$ cat src/rtl/load_store_unit.sv
// Load/store unit between the MEM stage and data_memory: decodes the request,
// checks legality, strobes memory for one cycle and returns data or an exception.
module load_store_unit #(
  parameter int DMEM_BYTES = 256,
  parameter int ADDR_W     = 32
) (
  input  logic              clk,
  input  logic              reset,
  input  logic              req_valid,
  output logic              req_ready,
  input  logic              req_load,
  input  logic              req_store,
  input  logic [2:0]        req_funct3,
  input  logic [ADDR_W-1:0] req_addr,
  input  logic [31:0]       req_wdata,
  output logic              busy,
  input  logic              flush,
  output logic [31:0]       mem_addr,
  output logic [31:0]       mem_wdata,
  output logic [3:0]        mem_mask,
  output logic              mem_rd_en,
  output logic              mem_wr_en_n,
  output logic              mem_cs_n,
  input  logic [31:0]       mem_rdata,
  output logic              resp_valid,
  output logic [31:0]       resp_load_data,
  output logic              exc_valid,
  output logic [3:0]        exc_cause,
  output logic [31:0]       exc_tval
);

  typedef enum logic [1:0] {IDLE, ACCESS, RESP} state_t;

  localparam logic [ADDR_W-1:0] DMEM_LIMIT = ADDR_W'(DMEM_BYTES);

  state_t state_reg, state_next;

  logic              accept;
  logic              dec_illegal, dec_misaligned, dec_fault, dec_exc;
  logic [3:0]        dec_mask, dec_cause;
  logic [31:0]       dec_wdata, dec_tval;

  logic              load_reg, store_reg, exc_reg, kill_reg;
  logic [ADDR_W-1:0] addr_reg;
  logic [31:0]       wdata_reg, load_data_reg, tval_reg;
  logic [3:0]        mask_reg, cause_reg;
  logic              mem_en, deliver;

  assign accept = (state_reg == IDLE) && req_valid && !flush;

  // Request decode: mask encoding, lane replication and exception priority
  always_comb begin
    dec_mask  = 4'b0000;
    dec_wdata = {4{req_wdata[7:0]}};
    case (req_funct3)
      3'b001: begin
        dec_mask  = 4'b0001;
        dec_wdata = {2{req_wdata[15:0]}};
      end
      3'b010: begin
        dec_mask  = 4'b1000;
        dec_wdata = req_wdata;
      end
      3'b100: dec_mask = 4'b0010;
      3'b101: dec_mask = 4'b0100;
      default: dec_mask = 4'b0000;
    endcase

    dec_illegal    = (req_load == req_store)
                   || (req_load && (req_funct3 == 3'b011 || req_funct3[2:1] == 2'b11))
                   || (req_store && req_funct3 >= 3'b011);
    dec_misaligned = (req_funct3[1:0] == 2'b01 && req_addr[0])
                   || (req_funct3[1:0] == 2'b10 && req_addr[1:0] != 2'b00);
    dec_fault      = req_addr >= DMEM_LIMIT;
    dec_exc        = dec_illegal || dec_misaligned || dec_fault;

    dec_cause = 4'd0;
    dec_tval  = 32'd0;
    if (dec_illegal) begin
      dec_cause = 4'd2;
    end else if (dec_misaligned) begin
      dec_cause = req_load ? 4'd4 : 4'd6;
      dec_tval  = 32'(req_addr);
    end else if (dec_fault) begin
      dec_cause = req_load ? 4'd5 : 4'd7;
      dec_tval  = 32'(req_addr);
    end
  end

  always_ff @(posedge clk or posedge reset) begin
    if (reset) begin
      load_reg      <= 1'b0;
      store_reg     <= 1'b0;
      exc_reg       <= 1'b0;
      kill_reg      <= 1'b0;
      addr_reg      <= '0;
      wdata_reg     <= 32'd0;
      mask_reg      <= 4'd0;
      cause_reg     <= 4'd0;
      tval_reg      <= 32'd0;
      load_data_reg <= 32'd0;
    end else begin
      if (accept) begin
        load_reg      <= req_load;
        store_reg     <= req_store;
        exc_reg       <= dec_exc;
        kill_reg      <= 1'b0;
        addr_reg      <= req_addr;
        wdata_reg     <= req_store ? dec_wdata : 32'd0;
        mask_reg      <= dec_mask;
        cause_reg     <= dec_cause;
        tval_reg      <= dec_tval;
        load_data_reg <= 32'd0;
      end
      if (state_reg == ACCESS) begin
        if (flush) begin
          kill_reg <= 1'b1;
        end
        load_data_reg <= (load_reg && !exc_reg) ? mem_rdata : 32'd0;
      end
    end
  end

  always_ff @(posedge clk or posedge reset) begin
    if (reset) begin
      state_reg <= IDLE;
    end else begin
      state_reg <= state_next;
    end
  end

  // Faulting requests still pass through ACCESS (strobes quiet) so every
  // response, good or bad, lands two cycles after acceptance.
  always_comb begin
    state_next = state_reg;
    case (state_reg)
      IDLE:    if (accept) state_next = ACCESS;
      ACCESS:  state_next = RESP;
      RESP:    state_next = IDLE;
      default: state_next = IDLE;
    endcase
  end

  always_comb begin
    req_ready   = (state_reg == IDLE);
    busy        = (state_reg != IDLE);
    mem_en      = (state_reg == ACCESS) && !exc_reg;
    mem_cs_n    = !mem_en;
    mem_rd_en   = mem_en && load_reg;
    mem_wr_en_n = !(mem_en && store_reg);
    mem_addr    = mem_en ? 32'(addr_reg) : 32'd0;
    mem_wdata   = mem_en ? wdata_reg : 32'd0;
    mem_mask    = mem_en ? mask_reg : 4'd0;
    deliver     = (state_reg == RESP) && !kill_reg && !flush;
    resp_valid  = deliver && !exc_reg;
    exc_valid   = deliver && exc_reg;
    resp_load_data = load_data_reg;
    exc_cause   = cause_reg;
    exc_tval    = tval_reg;
  end

endmodule

$ cat config.mk
export PLATFORM = sky130hd
export DESIGN_NAME = load_store_unit
export DESIGN_NICKNAME = d
export VERILOG_FILES = /design/src/rtl/load_store_unit.sv
export SDC_FILE = /design/constraint.sdc
export NUM_CORES = 1
export LEC_CHECK = 0
export BUFFER_PORTS_ARGS = -buffer_cell sky130_fd_sc_hd__buf_4
export CORE_MARGIN = 3
export CORE_UTILIZATION = 30
export DETAILED_ROUTE_END_ITERATION = 6
export SLEW_MARGIN = 15
export SYNTH_ARGS = -nofsm -noshare
export SYNTH_HDL_FRONTEND = slang
export SYNTH_SLANG_ARGS = --single-unit
$ cat constraint.sdc
create_clock -name clk -period 9.9 [get_ports clk]
set_clock_uncertainty 0.1 [all_clocks]
set_input_delay 0.99 -clock clk [delete_from_list [all_inputs] [get_ports clk]]
set_output_delay 0.99 -clock clk [all_outputs]
set_load 0.05 [all_outputs]
# After elaboration in Yosys (flattened, before gate mapping)
# Index checks and enable logic that the tools add are counted.
[word_totals] word_cells=76 register_bits=142
[classes] n_reduce_logical=29 order_cmp=2 n_eq_ne=12 n_mux=22
[op_table] op="$mux W32" n=9
[op_table] op="$pmux W32 S2" n=1
[op_table] op="$ge A32 B9 Y1 const B" n=1
[op_table] op="$pmux W4 S4" n=1
[op_table] op="$logic_and A1 B1 Y1" n=14
[op_table] op="$mux W3" n=3
[op_table] op="$eq A2 B2 Y1 const B" n=3
[op_table] op="$eq A3 B2 Y1 const B" n=2
[op_table] op="$eq A3 B3 Y1 const B" n=2
[op_table] op="$logic_or A1 B1 Y1" n=6
[op_table] op="$mux W2" n=3
[op_table] op="$reduce_bool A2 Y1" n=3
[op_table] op="$logic_not A1 Y1" n=5
[op_table] op="$eq A2 B1 Y1 const B" n=2
[op_table] op="$mux W4" n=1
[op_table] op="$pmux W2 S2" n=1
[op_table] op="$eq A3 B1 Y1 const B" n=1
[op_table] op="$ge A3 B2 Y1 const B" n=1
[op_table] op="$mux W1" n=3
[op_table] op="$logic_not A2 Y1" n=1
[op_table] op="$ne A2 B1 Y1 const B" n=1
[op_table] op="$eq A1 B1 Y1" n=1

# Depth between registers and ports, before layout
# Gate-level depths: netlist of the first run.
[logic_depth] word_depth=7 depth_mapped=7 ltp_nobuf=5

# Worst setup path after synthesis of the first run
# No wires, ideal clock.
[synth_path] kind="input port to output port" from="in flush" to="out exc_valid" slack_ns=6.163 arrival_time_ns=2.647 n_path_buf=0 cell_stages=1 required_ns=8.810 cell_sequence="nor4b_1"
[synth_via] elab_chain_cells=3
[synth_rtl] item="start: declaration" line="17" text="input logic flush,"
[synth_rtl] item="$logic_not A1 Y1" line="154" text="deliver = (state_reg == RESP) && !kill_reg && !flush;"
[synth_rtl] item="$logic_and A1 B1 Y1" line="154"
[synth_rtl] item="$logic_and A1 B1 Y1" line="156" text="exc_valid = deliver && exc_reg;"
[synth_rtl] item="end: declaration" line="27" text="output logic exc_valid,"
# Every way passes these cells.

# Worst setup path after layout of the first run
[layout_path] from="reg state_reg[0]" to="out mem_rd_en"
[layout_via] elab_chain_cells=3
[layout_rtl] item="start: declaration" line="36" text="state_t state_reg, state_next;"
[layout_rtl] item="start signal: assignment" line="128" text="state_reg <= state_next;"
[layout_rtl] item="$eq A2 B1 Y1" line="147" text="mem_en = (state_reg == ACCESS) && !exc_reg;"
[layout_rtl] item="$logic_and A1 B1 Y1" line="147"
[layout_rtl] item="$logic_and A1 B1 Y1" line="149" text="mem_rd_en = mem_en && load_reg;"
[layout_rtl] item="end: declaration" line="21" text="output logic mem_rd_en,"
# Every way passes these cells.

==> results.toml, run 1 <==
[status]
outcome = "completed"

[route]
first_pass_iters = 7
drc = 0
antenna_left = 0
wl_per_cell_um = 17.6
vias = 5416
drt_wl_total_um = 20100
drtIter0Drc = 216
viasPerCell = 4.75

[critical_path]
worstSetupPathDepth = 6
r2r_slack_ns = 7.08
path_max_fanout = 44
crit_family = "buffers and inverters"
worst_path_most_repeated_cell = "buf_4"
critPathMaxStageDelay_ns = 0.49
worst_path_max_delay_cell = "and2b_2"
critPathCapture = "mem_rd_en"
start_kind = "flop"
crit_start = "state_reg[0]"
cp_cell_sequence = "nor2b_1 > and2b_2 > buf_4 > and2_1 > buf_4 > buf_4"
path_buf_inv = 3
rr_endpoint = "wdata_reg[16]"
crit_type = "flop to primary output"
rr_worst_depth = 6
cp.required_ns = 8.81
crit_path_end_kind = "primary output"
r2r-start = "state_reg[0]"
critPathArrivalTime_ns = 2.76

[job]
drv_cap = 0

[clock_network]
clock_sinks = 141
cts_hold_buf = 0
clock_latency_ns = 0.41
clockRootBuffer = "clkbuf_16"
cts_htree_levels = 4
cts_tree = "yes"
cts_setup_buffers = 0
clk_path_buf_depth = 2
clkSlewWorstSetupHoldPaths_ns = 0.05
cts_resized = 0
numCtsBuffers = 17

[power]
power_switching_mw = 0.449
p_leak_nw = 4.56
peakVddDrop_mv = 0.103
power_mw = 1.61
pwr-share-seq_pct = 42.1
combPwrFrac_pct = 16.2
clkPwrFrac_pct = 41.7
powerDensity_nw_per_um2 = 179
switching_share_pct = 28.0
p_int_mw = 1.16

[die]
die_w_um = 151
ios = 248
placement_rows = 52
start_util_pct = 30.9
die_y_um = 151
die-area_sq_um = 22800
fp.coreArea_sq_um = 20400

[grt]
overflow = 0
antenna_found_initial = 0
top_usage_layer = "met2"
grt_pass1_vias = 5472
grt_start_max_net_pins = 85
track_usage_pct = 17.4
met2_usage_pct = 28.3
grt_pass1_wl_um = 30600
grt_use_met1_pct = 22.7
globalRouteMet3Util_pct = 5.72

[synth]
synth.largest_area_cell = "dfrtp_1"
async_reset_ff_share_pct = 100
ys_ff_latch = 141
synth_cell_type_count = 41
synth_edf_count = 0
netlist_top_cells_area = "dfrtp_1 (56%), nand2_1 (11%), and2_1 (6.8%)"
syn_area_sq_um = 6310
synth_top_area_share_pct = 55.9
avgSynthCellArea_sq_um = 9.97
ys_warn_count = 0
synth_sequential_area_ratio_pct = 55.9
synthesis.instances = 633
syn_nets = 738
synthFlopType = "dfrtp_1"

[timing]
setup_ws_ns = 6.05
final.setup.tns_ns = 0
max_clock_freq_ghz = 0.260
timing.final.crit_share_pct = 38.9
worst_pin_slew_ns = 0.780
fin_hold_ws_ns = 0.364
period_needed_ns = 3.85
setup_violations = 0
rsz0062_at_grt = "no"
final_hold_viol_count = 0
slew_headroom_pct = 48.0
maxSlewViolCount = 0

[hold_path]
min_from = "wdata_reg[4]"
hp-class = "flop to flop"

[placed_design]
io_buffers = 246
placed_cell_area_sq_um = 8340
gp_congestion = 0.775
place_ws_ns = 6.43
place_inst = 1110
hpwl_um = 14000

[finish]
drive_above_1_share_pct = 36.8
final_cell_count_no_fill = 1140
n_antenna_cell = 0
area_growth_pct = 41.9
fin_util_pct = 43.8
final_area_sq_um = 8950
final_common_cell = "buf_4"
nFillCells = 2017
most-common-layout-cells = "buf_4 (253), nand2_1 (182), dfrtp_1 (141), and2_1 (69), a22o_1 (32)"
num-nets-final = 964
-- metal layers --
layer | share of wire, % | vias to the layer above
li1 | - | 2587
met1 | 45 | 2647
met2 | 47 | 170
met3 | 7.1 | 12
met4 | 0.96 | 0
met5 | 0 | -
-- cells in the mapped netlist, types with 2 or more instances --
master and instances:
inv_1 7, o22ai_1 8, nor2b_1 2, clkbuf_1 26, dfrtp_1 141, buf_2 9
buf_4 2, o31ai_1 10, and2_1 69, nand3_1 8, xnor2_1 2, a31oi_1 2
o21ai_2 30, nor4_1 7, a22o_1 32, buf_6 4, nand2b_1 3, mux2i_1 16
nand2_1 183, nor2_1 4, o21a_1 8, buf_1 5, o221ai_1 8, o21ai_0 29
o41ai_1 2
-- worst reg2reg max path, stage by stage (launching register included) --
cell,delay (ns)
dfrtp_1,0.41
nor2_1,0.35
nand2_4,0.44
inv_2,0.14
buf_4,0.49
nand2_1,0.50
o21ai_0,0.32
-- power by group through the flow --
stage          logic (mW)  registers (mW)  clock network [mW]
4_1_cts             0.265           0.676               0.684
3_5_place_dp        0.264           0.685                   0
6_report            0.261           0.676               0.669
2_1_floorplan       0.112           0.731                   0
5_1_grt             0.286           0.683               0.711
3_3_place_gp        0.261           0.683                   0
-- area by class of cell --
cell class                 instances  area (sq um)  area share, %
sequential                       141          3530           39.4
multi-input combinational        438          2540           28.4
timing repair buffer             253          1900           21.2
tap                              270           338           3.77
clock inverter                    11           168           1.87
inverter                           8          35.0          0.391
clock buffer                      19           443           4.95
-- how the worst min path moves through the flow --
stage	slack [ns]	depth (start not counted)	endpoint
after floorplan	0.33	2	wdata_reg[0]
after global placement	0.35	2	wdata_reg[5]
after detailed placement	0.35	2	wdata_reg[7]
after CTS	0.37	2	wdata_reg[7]
after global routing	0.38	2	addr_reg[28]
final	0.36	2	wdata_reg[4]
-- cell families (layout without fill, tap and decap cells) --
logic type	after synthesis	after routing	synth area share (%)
AOI/OAI and AO/OA	135	135	16.6
xor gates and xnor gates	2	2	0.278
buffers and inverters	54	291	3.98
DFF	141	141	55.9
muxes	16	16	2.54
other	1	1	0.0594
and+or+nand+nor	284	284	20.6
Note: power is estimated with default switching activity, not from simulation.
==> run 2: changes to the inputs <==
ABC_AREA = 1   (was not set)
clock period = 3.4 ns   (was 9.9 ns; I/O delays follow)
==> results.toml, run 2 <==
[status]
outcome = "completed"

[critical_path]
critPathArrivalTime_ns = 2.07
crit_path_end_kind = "primary output"
crit_type = "flop to primary output"
path_max_fanout = 28
start_kind = "flop"
cp.required_ns = 2.96

[timing]
max_clock_freq_ghz = 0.399
period_needed_ns = 2.51
rsz0062_at_grt = "no"
slew_headroom_pct = 38.0
worst_pin_slew_ns = 0.930
maxSlewViolCount = 0
setup_violations = 0
timing.final.crit_share_pct = 73.8
final.setup.tns_ns = 0
final_hold_viol_count = 0

[clock_network]
cts_tree = "yes"
clk_path_buf_depth = 2
cts_htree_levels = 4
cts_resized = 0
clock_latency_ns = 0.41
clockRootBuffer = "clkbuf_16"
numCtsBuffers = 17
cts_hold_buf = 0
clock_sinks = 141
cts_setup_buffers = 0
clkSlewWorstSetupHoldPaths_ns = 0.06

[route]
drtIter0Drc = 274
drt_wl_total_um = 19000
drc = 0
vias = 5608
antenna_left = 0
first_pass_iters = 5
viasPerCell = 4.55
wl_per_cell_um = 15.4

[finish]
regArea_sq_um = 3530
num-nets-final = 1055
nFillCells = 2028
most-common-layout-cells = "buf_4 (252), nand2_1 (150), dfrtp_1 (141), nor2_1 (103), inv_1 (98)"
multi_input_area_sq_um = 2090
area_growth_pct = 43.0
n_antenna_cell = 0
final_common_cell = "buf_4"
drive_above_1_share_pct = 31.2

[grt]
grt_start_max_net_pins = 142
antenna_found_initial = 0
overflow = 0
grt_pass1_wl_um = 28600
track_usage_pct = 16.3
grt_pass1_vias = 5270

[power]
peakVddDrop_mv = 0.289
powerDensity_nw_per_um2 = 575
p_leak_nw = 4.67
power_mw = 5.14

[synth]
syn_area_sq_um = 6250
syn_nets = 824
synth.largest_area_cell = "dfrtp_1"
synth_commonest_cells = "nand2_1 (150), dfrtp_1 (141), nor2_1 (103), inv_1 (99), o21ai_0 (55)"
synthFlopType = "dfrtp_1"
synth_most_common_cell = "nand2_1"
netlist_top_cells_area = "dfrtp_1 (56%), nand2_1 (9.0%), nor2_1 (6.2%)"
synth_sequential_area_ratio_pct = 56.5
async_reset_ff_share_pct = 100
synthesis.instances = 719
avgSynthCellArea_sq_um = 8.69
synth_cell_type_count = 26
ys_ff_latch = 141
synth_edf_count = 0
synth_top_area_share_pct = 56.5
ys_warn_count = 0

[die]
ios = 248
placement_rows = 52
die_w_um = 150
die-area_sq_um = 22600
fp.coreArea_sq_um = 20400
die_y_um = 150
start_util_pct = 30.7

[placed_design]
gp_congestion = 0.803
hpwl_um = 13600
io_buffers = 246

[hold_path]
hp-class = "input pin to async pin"

[job]
drv_cap = 0
-- run 2: final cells by class --
| type | count | area share [%] |
|---|---|---|
| flip-flops and latches | 141 | 39.5 |
| multi-input cells | 431 | 23.4 |
| repair buffers | 254 | 21.6 |
| clock buffers | 22 | 5.42 |
| inverters | 105 | 4.47 |
| well taps | 270 | 3.78 |
| clock inverters | 10 | 1.79 |
-- run 2: metrics by stage --
stage	hold slack, ns	instances	utilization, %	worst slack (ns)	area [sq um]
6_report	0.0481	1233	43.9	0.892	8940
5_1_grt	0.0249	1233	43.9	0.727	8940
4_1_cts	0.0262	1233	43.9	0.841	8940
3_5_place_dp	0.367	1201	40.7	1.29	8290
3_3_place_gp	0.365	1201	40.7	1.31	8290
2_1_floorplan	0.350	719	-	1.20	6250
-- run 2: logic make-up (layout without fill, tap and decap cells) --
kind of cell	Yosys count	in the layout	synth area share [%]
other	1	1	0.0600
buffers and inverters	147	391	9.99
flip-flops	141	141	56.5
AND/OR/NAND/NOR	299	299	19.4
AO/OA/AOI/OAI	131	131	14.1
-- run 2: worst paths after layout --
| path | from | end | slack [ns] | cells past startpoint |
|---|---|---|---|---|
| worst max register to register | state_reg[0] | addr_reg[3] | 1.45 | 5 |
| worst max-delay path | state_reg[1] | mem_addr[29] | 0.89 | 7 |
| worst min register to register | exc_tval[23] | exc_tval[23] | 0.38 | 2 |
| min in group clk | mem_rdata[4] | resp_load_data[4] | 0.05 | 2 |
| max in group asynchronous | reset | exc_tval[16] | 2.60 | 3 |
| worst min-delay path | reset | resp_load_data[21] | 0.05 | 3 |
-- run 2: report_power, final --
part,internal (mW),switching [mW]
Combinational,0.362,0.780
Sequential,1.91,0.0921
Clock,1.30,0.699
Total,3.57,1.57
-- run 2: layer usage --
metal / up-vias / GRT usage [%] / share of wire, % / routed length, um
li1: 2760 / - / - / -
met1: 2630 / 22.6 / 45 / 8550
met2: 198 / 25.2 / 46 / 8830
met3: 20 / 3.97 / 7.0 / 1330
met4: 0 / 5.22 / 1.7 / 329
met5: - / 0 / 0 / 0
-- run 2: worst max-delay path, stage by stage, from the launching register on --
cell and delay (ns):
dfrtp_1 0.39, inv_1 0.08, nand2_2 0.07, nor2_2 0.05, inv_2 0.37, buf_4 0.39
nor2_1 0.09, buf_4 0.20
==> run 3: changes to the inputs <==
clock period = 2.15 ns   (was 3.4 ns; I/O delays follow)
==> results.toml, run 3 (synthesis results as in run 2) <==
[finish]
area_growth_pct = 59.6
num-nets-final = 1144
final_area_sq_um = 9970
final_cell_count_no_fill = 1321
most-common-layout-cells = "buf_4 (235), nand2_1 (150), dfrtp_1 (141), inv_1 (98), nor2_1 (83)"
nFillCells = 1918
drive_above_1_share_pct = 31.7
final_common_cell = "buf_4"
n_antenna_cell = 0

[placed_design]
io_buffers = 246
hpwl_um = 14100
place_inst = 1211
placed_cell_area_sq_um = 8390
gp_congestion = 0.817

[power]
peakVddDrop_mv = 0.472
p_leak_nw = 5.09
powerDensity_nw_per_um2 = 831

[grt]
grt_start_max_net_pins = 56
overflow = 0
grt_pass1_vias = 6004
grt_pass1_wl_um = 31500
track_usage_pct = 17.7
antenna_found_initial = 0

[clock_network]
clock_latency_ns = 0.40
clockRootBuffer = "clkbuf_16"
cts_tree = "yes"
cts_htree_levels = 4
numCtsBuffers = 17
clk_path_buf_depth = 2
clkSlewWorstSetupHoldPaths_ns = 0.05
clock_sinks = 141

[critical_path]
critPathArrivalTime_ns = 1.75
r2r_slack_ns = 0.15
start_kind = "flop"
path_max_fanout = 42
cp.required_ns = 1.84
r2r-start = "state_reg[0]"
rr_endpoint = "wdata_reg[8]"
worst_path_max_delay_cell = "dfrtp_1"
crit_path_end_kind = "primary output"
crit_family = "buffers and inverters"
critPathMaxStageDelay_ns = 0.40
crit_type = "flop to primary output"
rr_worst_depth = 6
path_buf_inv = 4
cp_cell_sequence = "inv_1 > nand2_2 > nor2_4 > inv_2 > buf_8 > nor2_2 > buf_6"

[route]
wl_per_cell_um = 15.5
antenna_left = 0
drt_wl_total_um = 20400
drc = 0
first_pass_iters = 4
drtIter0Drc = 207
vias = 6038
viasPerCell = 4.57

[die]
ios = 248
start_util_pct = 30.7
placement_rows = 52
die_y_um = 150
fp.coreArea_sq_um = 20400
die_w_um = 150
die-area_sq_um = 22600

[timing]
period_needed_ns = 2.06
final_hold_viol_count = 0
maxSlewViolCount = 0
max_clock_freq_ghz = 0.485
slew_headroom_pct = 63.0
timing.final.crit_share_pct = 95.8
setup_violations = 0
worst_pin_slew_ns = 0.555
fin_hold_ws_ns = 0.0297

[hold_path]
min_from = "req_load"
worstHoldPathCells = 3
min_to = "load_reg"
hp-class = "input pin to flop"

[status]
outcome = "completed"

[job]
drv_cap = 0
[run 3: cell count changes in the layout (fill, tap and decap cells not counted), moves of 17 or more]
cell / previous run / this run
buf_4: 252 / 235
buf_6: 0 / 28
dlygate4sd3_1: 0 / 75
nor2_1: 103 / 83
nor2_2: 2 / 21
[run 3: worst max-delay path by stage]
stage                       from            end  slack, ns  cells after the start
finish              state_reg[1]   mem_addr[24]       0.09                      7
detailed placement  state_reg[1]  mem_wdata[12]       0.38                      7
global route        state_reg[1]  mem_wdata[31]      -0.01                      7
floorplan                  reset    addr_reg[0]       0.07                      1
global placement    state_reg[1]    mem_mask[2]       0.39                      7
CTS                 state_reg[1]  mem_wdata[17]     -0.001                      7
[run 3: metal layers]
layer | global-route usage (%) | up-vias | part of all wire, %
met5 | 0 | - | 0
met4 | 4.62 | 0 | 0.89
met3 | 5.18 | 10 | 7.3
met2 | 29.9 | 195 | 50
met1 | 22.3 | 2897 | 42
li1 | - | 2936 | -
[run 3: what timing repair did]
| item | CTS | global route |
|---|---|---|
| hold buffers | 75 | 0 |
| hold endpoints to repair | 119 | 0 |
| setup buffers | 0 | 4 |
| gates cloned | 0 | 0 |
| gates resized for setup | 7 | 45 |
| endpoints found under the setup margin | 41 | 58 |
| pin swaps | 0 | 1 |
[run 3: final cells by class]
class	instances	area, sq um	share of cell area, %
clock buffer	21	470	4.72
clock inverter	10	163	1.63
inverter	105	399	4.00
multi-input combinational	431	2150	21.6
sequential	141	3530	35.4
tap	270	338	3.39
timing repair buffer	343	2930	29.3
[run 3: tightest hold or removal path: stages]
cell and delay, ns:
buf_4 0.13, inv_1 0.06, o21ai_0 0.08
[run 3: power breakdown]
group / switching, mW / leakage, nW / internal (mW)
Sequential: 0.146 / 1.85 / 3.01
Clock: 1.13 / 0.305 / 2.03
Combinational: 1.28 / 2.94 / 0.698
[run 3: metrics by stage]
| step | setup TNS (ns) | total power, mW | worst slack (ns) | util (%) |
|---|---|---|---|---|
| 6_report | 0 | 8.29 | 0.0895 | 49.0 |
| 5_1_grt | -0.0219 | 8.68 | -0.0106 | 49.0 |
| 4_1_cts | -0.00162 | 8.37 | -0.00109 | 48.1 |
| 3_5_place_dp | 0 | 5.04 | 0.377 | 41.2 |
| 3_3_place_gp | 0 | 5.02 | 0.393 | 41.2 |
| 2_1_floorplan | 0 | 4.37 | 0.0719 | - |
